<file path="config.mk">
export PLATFORM = sky130hd
export DESIGN_NAME = regfile_dump
export DESIGN_NICKNAME = d
export VERILOG_FILES = /design/src/rtl/regdump_pkg.sv /design/src/rtl/regfile_dump.sv
export SDC_FILE = /design/constraint.sdc
export NUM_CORES = 1
export LEC_CHECK = 0
export CAP_MARGIN = 20
export CORE_MARGIN = 3
export CORE_UTILIZATION = 46
export DETAILED_ROUTE_END_ITERATION = 10
export PLACE_DENSITY_LB_ADDON = 0.08
export SKIP_LAST_GASP = 1
export SYNTH_ARGS = -nofsm -noshare
export SYNTH_HDL_FRONTEND = slang
export SYNTH_SLANG_ARGS = --single-unit
</file>
<file path="constraint.sdc">
create_clock -name clk -period 3.15 [get_ports clk]
set_input_delay 0.63 -clock clk [delete_from_list [all_inputs] [get_ports clk]]
set_output_delay 0.63 -clock clk [all_outputs]
set_load 0.03 [all_outputs]
</file>
<file path="src/rtl/regdump_pkg.sv">
// Shared widths, FSM state encoding and range helper for the register-file dump reader.
package regdump_pkg;

  localparam int ADDR_W = 5;
  localparam int DATA_W = 32;

  typedef enum logic [2:0] {
    ST_IDLE,
    ST_HOLD,
    ST_READ,
    ST_SEND,
    ST_DONE
  } state_e;

  // Inclusive word count of a range that may wrap through the top index back to zero.
  function automatic logic [ADDR_W:0] wordCount(input logic [ADDR_W-1:0] first,
                                                input logic [ADDR_W-1:0] last);
    logic [ADDR_W-1:0] span;
    span = last - first;
    return {1'b0, span} + (ADDR_W+1)'(1);
  endfunction

endpackage

</file>
<file path="src/rtl/regfile_dump.sv">
// Walks a wrapping register range through a spare read port under a pipeline hold,
// streaming {index, value} words over a valid/ready interface.
module regfile_dump
  import regdump_pkg::*;
(
  input  logic              clk,
  input  logic              reset,
  input  logic              start,
  input  logic              abort,
  input  logic [ADDR_W-1:0] first_addr,
  input  logic [ADDR_W-1:0] last_addr,
  output logic              hold_req,
  input  logic              hold_ack,
  output logic [ADDR_W-1:0] rd_addr,
  input  logic [DATA_W-1:0] rd_data,
  output logic              out_valid,
  input  logic              out_ready,
  output logic [ADDR_W-1:0] out_addr,
  output logic [DATA_W-1:0] out_data,
  output logic              out_last,
  output logic              busy,
  output logic              done
);

  state_e            state_q, state_d;
  logic [ADDR_W-1:0] cur_q, cur_d;
  logic [ADDR_W-1:0] last_q, last_d;
  logic [ADDR_W-1:0] out_addr_q, out_addr_d;
  logic [DATA_W-1:0] out_data_q, out_data_d;
  logic              out_valid_q, out_valid_d;
  logic              out_last_q, out_last_d;

  always_ff @(posedge clk) begin
    if (!reset) begin
      state_q     <= ST_IDLE;
      cur_q       <= '0;
      last_q      <= '0;
      out_addr_q  <= '0;
      out_data_q  <= '0;
      out_valid_q <= 1'b0;
      out_last_q  <= 1'b0;
    end else begin
      state_q     <= state_d;
      cur_q       <= cur_d;
      last_q      <= last_d;
      out_addr_q  <= out_addr_d;
      out_data_q  <= out_data_d;
      out_valid_q <= out_valid_d;
      out_last_q  <= out_last_d;
    end
  end

  always_comb begin
    state_d     = state_q;
    cur_d       = cur_q;
    last_d      = last_q;
    out_addr_d  = out_addr_q;
    out_data_d  = out_data_q;
    out_valid_d = out_valid_q;
    out_last_d  = out_last_q;

    // Abort outranks everything outside IDLE, including a handshake in the same cycle.
    if (abort && (state_q != ST_IDLE)) begin
      state_d     = ST_IDLE;
      out_valid_d = 1'b0;
      out_last_d  = 1'b0;
    end else begin
      case (state_q)
        ST_IDLE: begin
          if (start && !abort) begin
            cur_d   = first_addr;
            last_d  = last_addr;
            state_d = ST_HOLD;
          end
        end
        ST_HOLD: begin
          if (hold_ack) state_d = ST_READ;
        end
        ST_READ: begin
          out_data_d  = rd_data;
          out_addr_d  = cur_q;
          out_last_d  = (cur_q == last_q);
          out_valid_d = 1'b1;
          state_d     = ST_SEND;
        end
        ST_SEND: begin
          if (out_ready) begin
            out_valid_d = 1'b0;
            out_last_d  = 1'b0;
            if (out_last_q) begin
              state_d = ST_DONE;
            end else begin
              cur_d   = cur_q + ADDR_W'(1);
              state_d = ST_READ;
            end
          end
        end
        ST_DONE: state_d = ST_IDLE;
        default: state_d = ST_IDLE;
      endcase
    end
  end

  // The hold spans HOLD through the final SEND and is already released in DONE.
  assign hold_req  = (state_q == ST_HOLD) || (state_q == ST_READ) || (state_q == ST_SEND);
  assign busy      = (state_q != ST_IDLE);
  assign done      = (state_q == ST_DONE) && !abort;
  assign rd_addr   = cur_q;
  assign out_valid = out_valid_q;
  assign out_addr  = out_addr_q;
  assign out_data  = out_data_q;
  assign out_last  = out_last_q;

endmodule

</file>
---- Yosys cells after proc, flatten, opt, wreduce, memory -nomap -nowiden ----
Cells that the tools add are included.
storage, ports and cells
  flip-flop bits (word level) ............. 52
  latch bits .............................. 0
  RAM bits ................................ 0
  memory bits (read-only) ................. 0
  output and inout port bits .............. 47
  logic and storage cells ................. 47
  memories kept ........................... 0
cells by class
  add/sub/neg operators ................... 1
  $mul .................................... 0
  div/mod/pow operators ................... 0
  $lt $le $gt $ge ......................... 0
  equal/unequal tests ..................... 9
  shift operators ......................... 0
  multiplexer cells ....................... 12
  bitwise logic cells ..................... 2
  reduce and logical (&&, ||, !) cells .... 16
operators with widths
  kind                 count
  $mux 5               3
  $mux 3               4
  $pmux 3 s4           1
  $pmux 5 s2           1
  $ne 2x2->1 const B   4
  $eq 3x2->1 const B   2
  $reduce_and 3->1     2
  $add 5x1->5 const B  1
  $eq 5x5->1           1
  $reduce_and 5->1     1
  $pmux 1 s2           2
  $reduce_and 2->1     2
  $reduce_bool 2->1    2
  $eq 3x1->1 const B   1
  $eq 3x3->1 const B   1
  $logic_and 1x1->1    3
  $logic_not 3->1      1
  $reduce_bool 3->1    1
  $logic_or 1x1->1     2
  $not 1->1            2
  $reduce_or 2->1      1
  $logic_not 1->1      1
  $mux 1               1

---- Depth between registers and ports, before layout ----
  depth in word-level cells ............... 4
  mapped depth ............................ 6

---- Worst setup path before layout ----
OpenSTA, ideal clock, no wires.
  path kind ............................... input -> output
  from .................................... input abort
  to ...................................... output done
  arrival ................................. 1.670 ns
  required time ........................... 2.520 ns
  path slack .............................. 0.850 ns
  stages on the path ...................... 1
  path buffers ............................ 0
  cells stage by stage .................... nor4b_1
on the way
  cells in the longest elaborated chain, start to end .. 2
ends and longest elaborated chain
  what                line                 text
  start: declaration  regfile_dump.sv:9    input logic abort,
  $logic_not 1->1     regfile_dump.sv:107  assign done = (state_q == ST_DONE) && !abort;
  $logic_and 1x1->1   regfile_dump.sv:107
  end: declaration    regfile_dump.sv:22   output logic done
No other way between the ends.

---- Worst setup path after layout ----
Same ends and word-level chain as after synthesis.

==> results_dict.tcl <==
set metrics [dict create \
    synth_seq_cells 52 \
    die_y_um 76.07 \
    period_share_pct 89.06 \
    drive_gt1_share_pct 5.187 \
    p_total_mw 1.211 \
    grt_start_max_net_pins 42 \
    finClkSkew_ps 6.500 \
    finalHoldWorstSlack_ps 452.6 \
    io_pins 95 \
    synth_edf_count 0 \
    final_nets 395 \
    antenna_found_initial 0 \
    wl_per_cell_um 12.80 \
    dp_hpwl_um 3712 \
    drv_cap 0 \
    design_area_um2 3279 \
    worst_pin_slew_ps 571.6 \
    crit_path_end_kind "primary output" \
    outcome "finished clean" \
    cp.arrival_ps 2180 \
    pwr-share-comb_pct 12.3 \
    grt_pass1_wl_um 9108 \
    clkSinkCount 52 \
    fin_tns_setup_ps 0 \
    slew_headroom_pct 61.84 \
    initial_core_util_pct 49.81 \
    p_sw_mw 0.2739 \
    required_ps 2520 \
    p_int_mw 0.9376 \
    rows 24 \
    yosysWarnings 0 \
    die_w_um 76.07 \
    drc 0 \
    power.share.clock_pct 31.5 \
    multiInputGateArea_um2 1100 \
    p_per_area_nw_per_um2 369.4 \
    clk_pin_slew_worst_paths_ps 80 \
    syn_inst 256 \
    grt_pass1_vias 1847 \
    yosysSeqAreaShare_pct 46.09 \
    hold_viol 0 \
    async_flop_share_pct 0 \
    p_seq_share_pct 56.2 \
    dr.pass1.iters 4 \
    setup_viol 0 \
    fin_crit_ps 2805 \
    ant_nets 0 \
    drtIter0Drc 110 \
    crit_type "primary input to primary output" \
    routed-via-count 2016 \
    coreArea_um2 4534 \
    leakage_nw 1.199 \
    place_area_um2 3189 \
    groute.usage.overall_pct 18.80 \
    rsz0062_at_grt "no" \
    antennaDiodeCount 0 \
    yosysUniqueCellTypes 37 \
    critical_path.max_fanout 5 \
    avgSynthCellArea_um2 8.822 \
    clock_path_buffers 2 \
    die-area_um2 5787 \
    drt_wl_total_um 5274 \
    insertion_delay_ps 290 \
    cts-resized-gates 0 \
    io_buffers 94 \
    switching_share_pct 22.61 \
    fillers 376 \
    ir_drop_v 0.0001947 \
    synth_area_um2 2258 \
    min_path_type "register to register" \
    postCtsSetupBuffers 0 \
    syn_nets 305 \
    cp-start-kind "primary input" \
    ctsHoldBuffers 0 \
    cts_buffers 5 \
    final-max-slew-violation-count 0 \
    seq_area_um2 1041 \
    max_clock_freq_mhz 356.5 \
    syn2layout_area_growth_pct 45.21 \
    cts_root_buffer "clkbuf_8" \
    gr-total-overflow 0 \
    synth_flop_cell "dfxtp_1" \
    htreeDepth 2 \
    globalplace.congestion 0.7409 \
    vias_per_cell 4.893 \
    cts_tree "built" \
]
-- kinds of logic (layout without fill, tap and decap cells) --
group	after synthesis	count (layout)	share of synthesized area [%]
muxes	8	8	3.657
and+or+nand+nor	121	121	24.93
AOI/OAI and AO/OA	54	54	17.62
adders and majority gates	1	1	0.5539
xor gates and xnor gates	5	5	1.939
buffers and inverters	15	106	5.208
DFF	52	52	46.09
-- worst max-delay path: stages --
cell and delay (ps):
clkdlybuf4s50_1 520, nor4b_1 300, clkdlybuf4s50_1 730
-- layout make-up --
cell class              count  area share (%)
multi-input cells         189           33.54
clock buffers               8           2.747
repair buffers             97           29.38
well taps                  65           2.480
inverters                   1          0.1145
flip-flops and latches     52           31.74
-- through the flow --
step	setup slack [ps]	cells	util [%]
after CTS	334.0	412	72.32
after global placement	395.5	404	70.34
final	344.6	412	72.32
after global routing	286.9	412	72.32
after floorplan	849.6	256	-
after detailed placement	335.2	404	70.34
-- metal layers --
layer	up-vias	GRT usage [%]	part of all wire, %
met4	0	4.348	0.91
li1	1031	-	-
met1	913	24.36	44
met3	5	5.083	6.4
met2	67	31.29	49
met5	-	0	0
-- worst paths after layout --
| kind | startpoint | to | slack, ps | depth (start not counted) |
|---|---|---|---|---|
| min | out_data[30] | out_data[30] | 450 | 2 |
| min reg2reg | out_data[30] | out_data[30] | 450 | 2 |
| max | abort | done | 340 | 3 |
| max reg2reg | state_q[1] | out_data[28] | 1500 | 5 |
-- layout by cell type, fill, tap and decap left out, types with 4 or more instances in the layout --
master / n
dfxtp_1: 52
a21oi_1: 7
clkdlybuf4s50_1: 94
mux2i_1: 6
clkbuf_8: 6
a21boi_0: 7
nor2b_1: 6
a21boi_1: 31
or3_1: 4
nand2_1: 86
nor2_1: 10
-- cell usage after synthesis (2+ instances only) --
cell        n  area (µm²)
nand3_1     3       15.01
nor2b_1     6       37.54
clkbuf_1    5       18.77
xnor2_1     2       17.52
a21boi_0    7       52.55
a21oi_1     7       35.03
mux2_2      2       22.52
dfxtp_1    52        1041
a21boi_1   31       232.7
o21ai_0     2       10.01
nor2_1     10       37.54
or3_1       4       25.02
nand2_1    86       322.8
buf_6       8       90.09
o2bb2ai_1   2       17.52
mux2i_1     6       60.06
xor2_1      3       26.28
-- state kept, by name, indices dropped and copies added (netlist names) --
name,cells
state_q,3
last_q,5
out_data,32
out_last,1
out_valid,1
out_addr,5
rd_addr,5
-- power groups by stage --
stage	clock network, mW	logic (mW)	registers (mW)
3_5_place_dp	0	0.150	0.696
4_1_cts	0.398	0.151	0.681
3_3_place_gp	0	0.148	0.696
2_1_floorplan	0	0.0580	0.703
6_report	0.381	0.150	0.681
5_1_grt	0.429	0.162	0.683
(Power assumes the default switching activity.)
